**config.mk**
```make
export PLATFORM = sky130hd
export DESIGN_NAME = avalon_sw_accum
export DESIGN_NICKNAME = d
export VERILOG_FILES = /design/src/rtl/avl_accum_pkg.sv /design/src/rtl/avalon_sw_accum_key_debounce.sv /design/src/rtl/avalon_sw_accum.sv
export SDC_FILE = /design/constraint.sdc
export NUM_CORES = 1
export LEC_CHECK = 0
export ABC_AREA = 1
export CORE_ASPECT_RATIO = 2
export CORE_MARGIN = 2
export CORE_UTILIZATION = 30
export CTS_CLUSTER_SIZE = 10
export DETAILED_ROUTE_END_ITERATION = 8
export GPL_ROUTABILITY_DRIVEN = 0
export PLACE_DENSITY_LB_ADDON = 0.1
export SYNTH_ARGS = -nofsm -noshare
export SYNTH_HDL_FRONTEND = slang
export SYNTH_HIERARCHICAL = 1
export SYNTH_SLANG_ARGS = --single-unit
```
**constraint.sdc**
```tcl
create_clock -name CLK -period 2 [get_ports CLK]
set_input_delay 0.4 -clock CLK [delete_from_list [all_inputs] [get_ports CLK]]
set_output_delay 0.4 -clock CLK [all_outputs]
set_load 0.02 [all_outputs]
```
**src/rtl/avl_accum_pkg.sv**
```systemverilog
// Shared constants for the switch-accumulate Avalon-MM peripheral.
// Register addresses plus STATUS/CTRL bit positions.
package avl_accum_pkg;

   localparam logic [1:0] ADDR_DATA   = 2'd0;
   localparam logic [1:0] ADDR_SWITCH = 2'd1;
   localparam logic [1:0] ADDR_STATUS = 2'd2;
   localparam logic [1:0] ADDR_CTRL   = 2'd3;

   localparam int ST_ACC = 0;
   localparam int ST_CLR = 1;
   localparam int ST_OVF = 2;

   localparam int CT_HWEN  = 0;
   localparam int CT_IRQEN = 1;

endpackage

```
**src/rtl/avalon_sw_accum_key_debounce.sv**
```systemverilog
// Active-low push-button conditioner: 2-FF sync, stability counter,
// debounced level and a one-cycle press pulse on a 1->0 level change.
module key_debounce #(
   parameter int DEBOUNCE_CYCLES = 500000
) (
   input  logic clk,
   input  logic rst,
   input  logic key_n,
   output logic press
);

   localparam int CW = (DEBOUNCE_CYCLES < 2) ? 1 : $clog2(DEBOUNCE_CYCLES + 1);
   localparam logic [CW-1:0] LAST = CW'(DEBOUNCE_CYCLES - 1);

   logic          sync1_q, sync1_d;
   logic          sync2_q, sync2_d;
   logic          level_q, level_d;
   logic          press_q, press_d;
   logic [CW-1:0] cnt_q, cnt_d;

   always_comb begin
      sync1_d = key_n;
      sync2_d = sync1_q;
      level_d = level_q;
      cnt_d   = '0;
      // any cycle that agrees with the current level restarts the count
      if (sync2_q != level_q) begin
         if (cnt_q == LAST) begin
            level_d = sync2_q;
         end else begin
            cnt_d = cnt_q + 1'b1;
         end
      end
      press_d = level_q & ~level_d;
   end

   always_ff @(posedge clk) begin
      if (rst) begin
         sync1_q <= 1'b1;
         sync2_q <= 1'b1;
         level_q <= 1'b1;
         press_q <= 1'b0;
         cnt_q   <= '0;
      end else begin
         sync1_q <= sync1_d;
         sync2_q <= sync2_d;
         level_q <= level_d;
         press_q <= press_d;
         cnt_q   <= cnt_d;
      end
   end

   assign press = press_q;

endmodule

```
**src/rtl/avalon_sw_accum.sv**
```systemverilog
// Avalon-MM switch-accumulate peripheral: debounced keys add SW into an
// 8-bit accumulator shown on LED, with sticky status and a level IRQ.
module avalon_sw_accum
   import avl_accum_pkg::*;
#(
   parameter int DEBOUNCE_CYCLES = 500000
) (
   input  logic        CLK,
   input  logic        RESET,
   input  logic        AVL_CS,
   input  logic        AVL_READ,
   input  logic        AVL_WRITE,
   input  logic [1:0]  AVL_ADDR,
   input  logic [31:0] AVL_WRITEDATA,
   output logic [31:0] AVL_READDATA,
   input  logic [7:0]  SW,
   input  logic        KEY_ACC_N,
   input  logic        KEY_CLR_N,
   output logic [7:0]  LED,
   output logic        IRQ
);

   logic        acc_press, clr_press;
   logic        wr, rd;
   logic [8:0]  sum;
   logic [7:0]  sw_s1_q, sw_s1_d;
   logic [7:0]  sw_s2_q, sw_s2_d;
   logic [7:0]  acc_q, acc_d;
   logic [2:0]  status_q, status_d;
   logic [1:0]  ctrl_q, ctrl_d;
   logic [31:0] rdata_q, rdata_d;
   logic        unused_wdata;

   key_debounce #(.DEBOUNCE_CYCLES(DEBOUNCE_CYCLES)) u_key_acc (
      .clk   (CLK),
      .rst   (RESET),
      .key_n (KEY_ACC_N),
      .press (acc_press)
   );

   key_debounce #(.DEBOUNCE_CYCLES(DEBOUNCE_CYCLES)) u_key_clr (
      .clk   (CLK),
      .rst   (RESET),
      .key_n (KEY_CLR_N),
      .press (clr_press)
   );

   assign unused_wdata = ^AVL_WRITEDATA[31:8];

   always_comb begin
      wr       = AVL_CS & AVL_WRITE;
      rd       = AVL_CS & AVL_READ;
      sw_s1_d  = SW;
      sw_s2_d  = sw_s1_q;
      sum      = {1'b0, acc_q} + {1'b0, sw_s2_q};
      acc_d    = acc_q;
      status_d = status_q;
      ctrl_d   = ctrl_q;
      rdata_d  = rdata_q;

      if (wr && AVL_ADDR == ADDR_STATUS) begin
         status_d = status_q & ~AVL_WRITEDATA[2:0];
      end
      if (wr && AVL_ADDR == ADDR_CTRL) begin
         ctrl_d = AVL_WRITEDATA[1:0];
      end

      // hardware sets land after the W1C so a coincident set wins
      if (acc_press) status_d[ST_ACC] = 1'b1;
      if (clr_press) status_d[ST_CLR] = 1'b1;

      if (clr_press) begin
         acc_d = 8'h00;
      end else if (wr && AVL_ADDR == ADDR_DATA) begin
         acc_d = AVL_WRITEDATA[7:0];
      end else if (acc_press && ctrl_q[CT_HWEN]) begin
         acc_d = sum[7:0];
         if (sum[8]) status_d[ST_OVF] = 1'b1;
      end

      if (rd) begin
         unique case (AVL_ADDR)
            ADDR_DATA:   rdata_d = {24'h0, acc_q};
            ADDR_SWITCH: rdata_d = {24'h0, sw_s2_q};
            ADDR_STATUS: rdata_d = {29'h0, status_q};
            ADDR_CTRL:   rdata_d = {30'h0, ctrl_q};
         endcase
      end
   end

   always_ff @(posedge CLK) begin
      if (RESET) begin
         sw_s1_q  <= 8'h00;
         sw_s2_q  <= 8'h00;
         acc_q    <= 8'h00;
         status_q <= 3'h0;
         ctrl_q   <= 2'h0;
         rdata_q  <= 32'h0;
      end else begin
         sw_s1_q  <= sw_s1_d;
         sw_s2_q  <= sw_s2_d;
         acc_q    <= acc_d;
         status_q <= status_d;
         ctrl_q   <= ctrl_d;
         rdata_q  <= rdata_d;
      end
   end

   assign AVL_READDATA = rdata_q;
   assign LED          = acc_q;
   assign IRQ          = ctrl_q[CT_IRQEN] & (status_q[ST_ACC] | status_q[ST_CLR]);

endmodule

```
==> results of run 1 <==
## power groups by stage
| stage | clock [W] | sequential (W) | combinational [W] |
|---|---|---|---|
| CTS | 0.00186 | 0.00171 | 0.000278 |
| finish | 0.00179 | 0.00171 | 0.000275 |
| detailed placement | 0 | 0.00174 | 0.000277 |
| global route | 0.00194 | 0.00171 | 0.000305 |
| global placement | 0 | 0.00174 | 0.000277 |
| floorplan | 0 | 0.00175 | 0.000187 |
## path summary, 6_finish.rpt
kind | depth (start not counted) | slack, ps | from | end
max | 3 | 90 | status_q[0] | IRQ
min | 2 | 400 | sw_s1_q[2] | sw_s2_q[2]
max reg2reg | 7 | 290 | LED[0] | LED[4]
min reg2reg | 2 | 400 | sw_s1_q[2] | sw_s2_q[2]
## synthesized netlist by cell type, types with 2 or more instances
cell	n	area, um^2
buf_2	2	10.0
a21oi_1	20	100
a31oi_1	3	18.8
inv_4	3	18.8
nor2_1	95	357
nand4_1	9	56.3
xor2_1	20	175
dfxtp_1	83	1660
nand3_1	34	170
o21ai_0	23	115
nand3b_1	2	15.0
buf_4	24	180
nor2_4	5	56.3
clkinv_2	2	10.0
o22ai_1	2	12.5
nand2_1	126	473
xnor2_1	4	35.0
buf_12	2	40.0
inv_1	115	432
o21ai_1	6	30.0
ha_1	10	125
nor3_1	2	10.0
inv_2	3	11.3
nand3_4	2	35.0
nand2_4	2	22.5
or2_2	5	31.3
nand3_2	2	20.0
o221ai_1	6	52.6
nor2_2	20	125
## final cells by class
class	count	area [um^2]	share of cell area
multi-input combinational	425	2170	0.407
timing repair buffer	48	463	0.0868
clock inverter	6	90.1	0.0169
tap	195	244	0.0457
inverter	124	475	0.0891
sequential	83	1660	0.311
clock buffer	10	229	0.0429
## cell families (layout without fill, tap and decap cells)
family,after synthesis,count (layout),synth area share
other,1,24,0.000839
adder cells (fa/ha/maj),11,11,0.0325
AND/OR/NAND/NOR,305,305,0.311
AO/OA/AOI/OAI,61,61,0.0753
XOR/XNOR,24,24,0.0470
buffers and inverters,154,188,0.161
flip-flops,83,83,0.372
## critical path: cells and delay by family (launching register included)
family / cells / cell delay, ps
flops: 1 / 320
buf+inv: 2 / 680
compound gates: 1 / 180
## per-stage QoR
| stage | utilization | power [W] |
|---|---|---|
| floorplan | - | 0.00194 |
| global placement | 0.342 | 0.00202 |
| detailed placement | 0.342 | 0.00202 |
| CTS | 0.364 | 0.00384 |
| global route | 0.364 | 0.00395 |
| finish | 0.364 | 0.00377 |
## flip-flops by register name, indices dropped and copies added, names as in the netlist
| name | count |
|---|---|
| u_key_clr/sync1_q | 1 |
| u_key_clr/level_q | 1 |
| u_key_acc/cnt_q | 19 |
| u_key_acc/level_q | 1 |
| LED | 8 |
| sw_s1_q | 8 |
| ctrl_q | 2 |
| u_key_acc/press | 1 |
| sw_s2_q | 8 |
| u_key_acc/sync1_q | 1 |
| u_key_clr/press | 1 |
| u_key_acc/sync2_q | 1 |
| status_q | 3 |
| u_key_clr/sync2_q | 1 |
| u_key_clr/cnt_q | 19 |
| AVL_READDATA | 8 |
## layer usage
metal  wire length, um  global-route usage  part of all wire  vias up
li1                  -                   -                 -     2010
met1              4590               0.171              0.48     1537
met4               166              0.0455             0.017        0
met3               292              0.0226             0.031       15
met2              4480               0.212              0.47       50
met5                 0                   0                 0        -
## cell usage in the layout, fill, tap and decap left out, drive strengths merged, types with 20 or more instances in the layout
cell type	count
dfxtp	83
nand3	38
nor2	120
nand2	129
conb	24
o21ai	29
a21oi	20
clkdlybuf4s50	41
inv	121
xor2	20
==> flow_summary_export.csv, run 1 <==
group,metric,value,unit
setup_path,cp_slowest_cell,"clkdlybuf4s50_1",
finish,finalNonFillerCells,891,
pwr,power_frac_seq,0.452,
finish,fillers,1668,
synth,synth_warnings,6,
setup_path,slowest_delay,630,ps
synth,ys_types,36,
global_route,grt_pass1_wl,16700,um
routing,num_vias,3612,
clock_network,cts_buffers,9,
setup_path,required,1600,ps
timing,setup_viol,0,
clock_network,cts_max_path_buffers,2,
global_route,grt_pass1_vias,3523,
clock_network,htreeDepth,3,
synth,syn_area,0.00447,mm^2
synth,avgSynthCellArea,6.99,um^2
pwr,p_leak,2.18,nW
timing,rsz0062_at_grt,"false",
clock_network,clk_pin_slew_worst_paths,60,ps
finish,final_area,0.00534,mm^2
floorplanning,ioPinCount,90,
clock_network,hold_buffers,0,
floorplanning,die_area,0.0159,mm^2
floorplanning,core_area,0.0147,mm^2
finish,drive_gt1_frac,0.0963,
finish,diodes,0,
setup_path,path_max_fanout,2,
placed_design,preCtsSetupSlack,159,ps
timing,slew_violations,0,
placed_design,dpl.cell_count,875,
timing,layout_setup_ws,91.2,ps
timing,timing.hold.ws,400,ps
setup_path,crit_chain,"inv_1 > a21oi_1 > clkdlybuf4s50_1",
routing,first_iter_violations,117,
global_route,grt_max_degree,17,
floorplanning,rows,63,
pwr,p_int,0.00290,W
routing,route.antenna.remaining_nets,0,
clock_network,clock_latency,340,ps
synth,synthCells,639,
worst_hold_path,hp-class,"flip-flop to flip-flop",
pwr,netSwitchingFraction,0.233,
routing,wirelength,9530,um
timing,fin_crit,1910,ps
job,maxCapViolations,0,
finish,syn2layout_area_growth,19.4,%
pwr,combPwrFrac,0.073,
run_status,status,"completed",
global_route,grt.total_usage,0.129,
setup_path,crit_type,"flip-flop to output port",
setup_path,start_kind,"flip-flop",
pwr,power_switching,0.000877,W
global_route,grt_overflow_total,0,
placed_design,place_hpwl,7290,um
timing,skew,7.63,ps
pwr,p_clk_frac,0.475,
routing,drc,0,
clock_network,cts_tree,"done",
placed_design,io_buffers,41,
timing,final_hold_viol_count,0,
pwr,power_density,707,mW/mm^2
finish,nets,751,
placed_design,place_area,0.00502,mm^2
clock_network,cts_root_buffer,"clkbuf_16",
synth,synth_flop_cell,"dfxtp_1",
setup_path,cp.arrival,1510,ps
routing,via_per_inst,4.05,
synth,synthArstFlopShare,0,
synth,ys_seq_area_frac,0.372,
clock_network,cts-resized-gates,0,
timing,finalCritPeriodShare,0.954,
timing,fin_tns_setup,0,ps
routing,firstDrtPassIters,4,
floorplanning,initial_core_util,0.305,
clock_network,cts.sinks,83,
clock_network,postCtsSetupBuffers,0,
global_route,antenna_found_initial,0,
synth,ys_ff_latch,83,
setup_path,end_kind,"output port",
synth,synth_edf_count,0,
floorplanning,die_w,90.3,um
floorplanning,die_h,177,um
pwr,peakVddDrop,402,uV
timing,max_freq,0.524,GHz
routing,wl_per_cell,10.7,um
No activity file was read; power rests on OpenSTA's default activity.
==> inputs of run 2 (changes only) <==
--- a/config.mk
+++ b/config.mk
@@ -12,6 +12,7 @@
 export CTS_CLUSTER_SIZE = 10
 export DETAILED_ROUTE_END_ITERATION = 8
 export GPL_ROUTABILITY_DRIVEN = 0
+export GPL_TIMING_DRIVEN = 0
 export PLACE_DENSITY_LB_ADDON = 0.1
 export SYNTH_ARGS = -nofsm -noshare
 export SYNTH_HDL_FRONTEND = slang
==> run 2 against run 1 <==
  * Critical path type unchanged
  * Global-route usage decreased by 0.20 points
  * Clock-buffer cell count increased by 1
  * Utilization up 1.2 points
  * Critical endpoint unchanged
  * Fmax rose by 0.67%
  * Via count grew 3.4%
  * Sequential share of layout area fell by 1.0 points
  * Final cell count grew 2.5%
  * Die area unchanged
  * Clock power is essentially flat
==> flow_summary_export.csv, run 2 (synthesis results as in run 1) <==
group,metric,value,unit
worst_hold_path,hp-class,"input port to flip-flop",
pwr,peakVddDrop,390,uV
pwr,finalPower,0.00381,W
finish,layout_common_cells,"nand2_1, inv_1, nor2_1",
floorplanning,die_w,90.3,um
finish,diodes,0,
setup_path,r2r_cells,7,
clock_network,cts.sinks,83,
clock_network,cts-resized-gates,0,
placed_design,place_hpwl,7470,um
finish,nets,773,
setup_path,r2r_slack,290,ps
clock_network,cts_root_buffer,"clkbuf_16",
timing,max_freq,0.527,GHz
finish,layout_commonest_cell,"nand2_1",
clock_network,clk_pin_slew_worst_paths,60,ps
setup_path,cp.arrival,1500,ps
routing,drc,0,
clock_network,cts_buffers,9,
clock_network,hold_buffers,0,
setup_path,crit_type,"flip-flop to output port",
floorplanning,die_h,177,um
floorplanning,initial_core_util,0.305,
setup_path,start_kind,"flip-flop",
finish,syn2layout_area_growth,23.5,%
timing,rsz0062_at_grt,"false",
global_route,grt_max_degree,15,
timing,slew_violations,0,
setup_path,critPathLaunch,"status_q[0]",
global_route,grt.total_usage,0.127,
global_route,antenna_found_initial,0,
floorplanning,core_area,0.0147,mm^2
clock_network,clock_latency,340,ps
timing,setup_viol,0,
global_route,grt_pass1_vias,3546,
job,maxCapViolations,0,
clock_network,htreeDepth,3,
routing,firstDrtPassIters,4,
routing,wl_per_cell,10.4,um
floorplanning,die_area,0.0159,mm^2
finish,fillers,1616,
routing,wirelength,9500,um
finish,reg_top3,"u_key_acc/cnt_q (19), u_key_clr/cnt_q (19)",
worst_hold_path,worstHoldStart,"AVL_ADDR[0]",
timing,skew,5.90,ps
setup_path,end_kind,"output port",
clock_network,postCtsSetupBuffers,0,
worst_hold_path,whs_path_depth,3,
global_route,grt_overflow_total,0,
setup_path,required,1600,ps
finish,drive_gt1_frac,0.123,
timing,fin_tns_setup,0,ps
clock_network,cts_tree,"done",
setup_path,path_max_fanout,2,
run_status,status,"completed",
timing,final_hold_viol_count,0,
pwr,power_density,690,mW/mm^2
routing,first_iter_violations,103,
floorplanning,rows,63,
clock_network,cts_max_path_buffers,2,
routing,route.antenna.remaining_nets,0,
timing,fin_crit,1900,ps
placed_design,io_buffers,40,
routing,num_vias,3734,
setup_path,r2r-start,"LED[0]",
global_route,grt_pass1_wl,16500,um
timing,finalCritPeriodShare,0.948,
pwr,p_leak,2.31,nW
routing,via_per_inst,4.09,
floorplanning,ioPinCount,90,
==> run 2: final timing paths <==
check | endpoint
max | IRQ
max reg2reg | LED[4]
min reg2reg | sw_s2_q[6]
min | AVL_READDATA[2]
==> run 2: layout make-up <==
class | instances | area, um^2 | area share
Buffer | 30 | 245 | 0.0444
Clock inverter | 5 | 86.3 | 0.0156
Inverter | 124 | 475 | 0.0861
Clock buffer | 11 | 233 | 0.0422
Tap cell | 195 | 244 | 0.0442
Timing Repair Buffer | 40 | 400 | 0.0725
Sequential cell | 83 | 1660 | 0.301
Multi-Input combinational cell | 425 | 2170 | 0.394
==> run 2: power by group <==
part	switching (W)	internal, W	total (W)	leakage, nW
clock network	0.000691	0.00110	0.00179	0.154
registers	0.0000196	0.00169	0.00171	0.675
logic	0.000169	0.000140	0.000308	1.49
==> run 2: routing by layer <==
metal,wire [um],GRT usage,share of wire
met3,218,0.0196,0.023
met5,0,0,0
met2,4490,0.211,0.47
met4,142,0.0500,0.015
met1,4640,0.166,0.49
==> run 2: critical path, cell delays in order, from the launching register on <==
cell             delay, ps
dfxtp_1                320
inv_1                   50
a21oi_1                170
clkdlybuf4s50_1        620
==> run 2: through the flow <==
step	std cells	setup slack (ps)	hold WS [ps]	instance area, um^2	util
finish	913	104	388	5520	0.376
global route	913	22.3	395	5520	0.376
CTS	913	82.4	371	5520	0.376
detailed placement	897	-28.2	392	5200	0.355
global placement	897	-25.4	391	5200	0.355
floorplan	662	324	388	4560	-
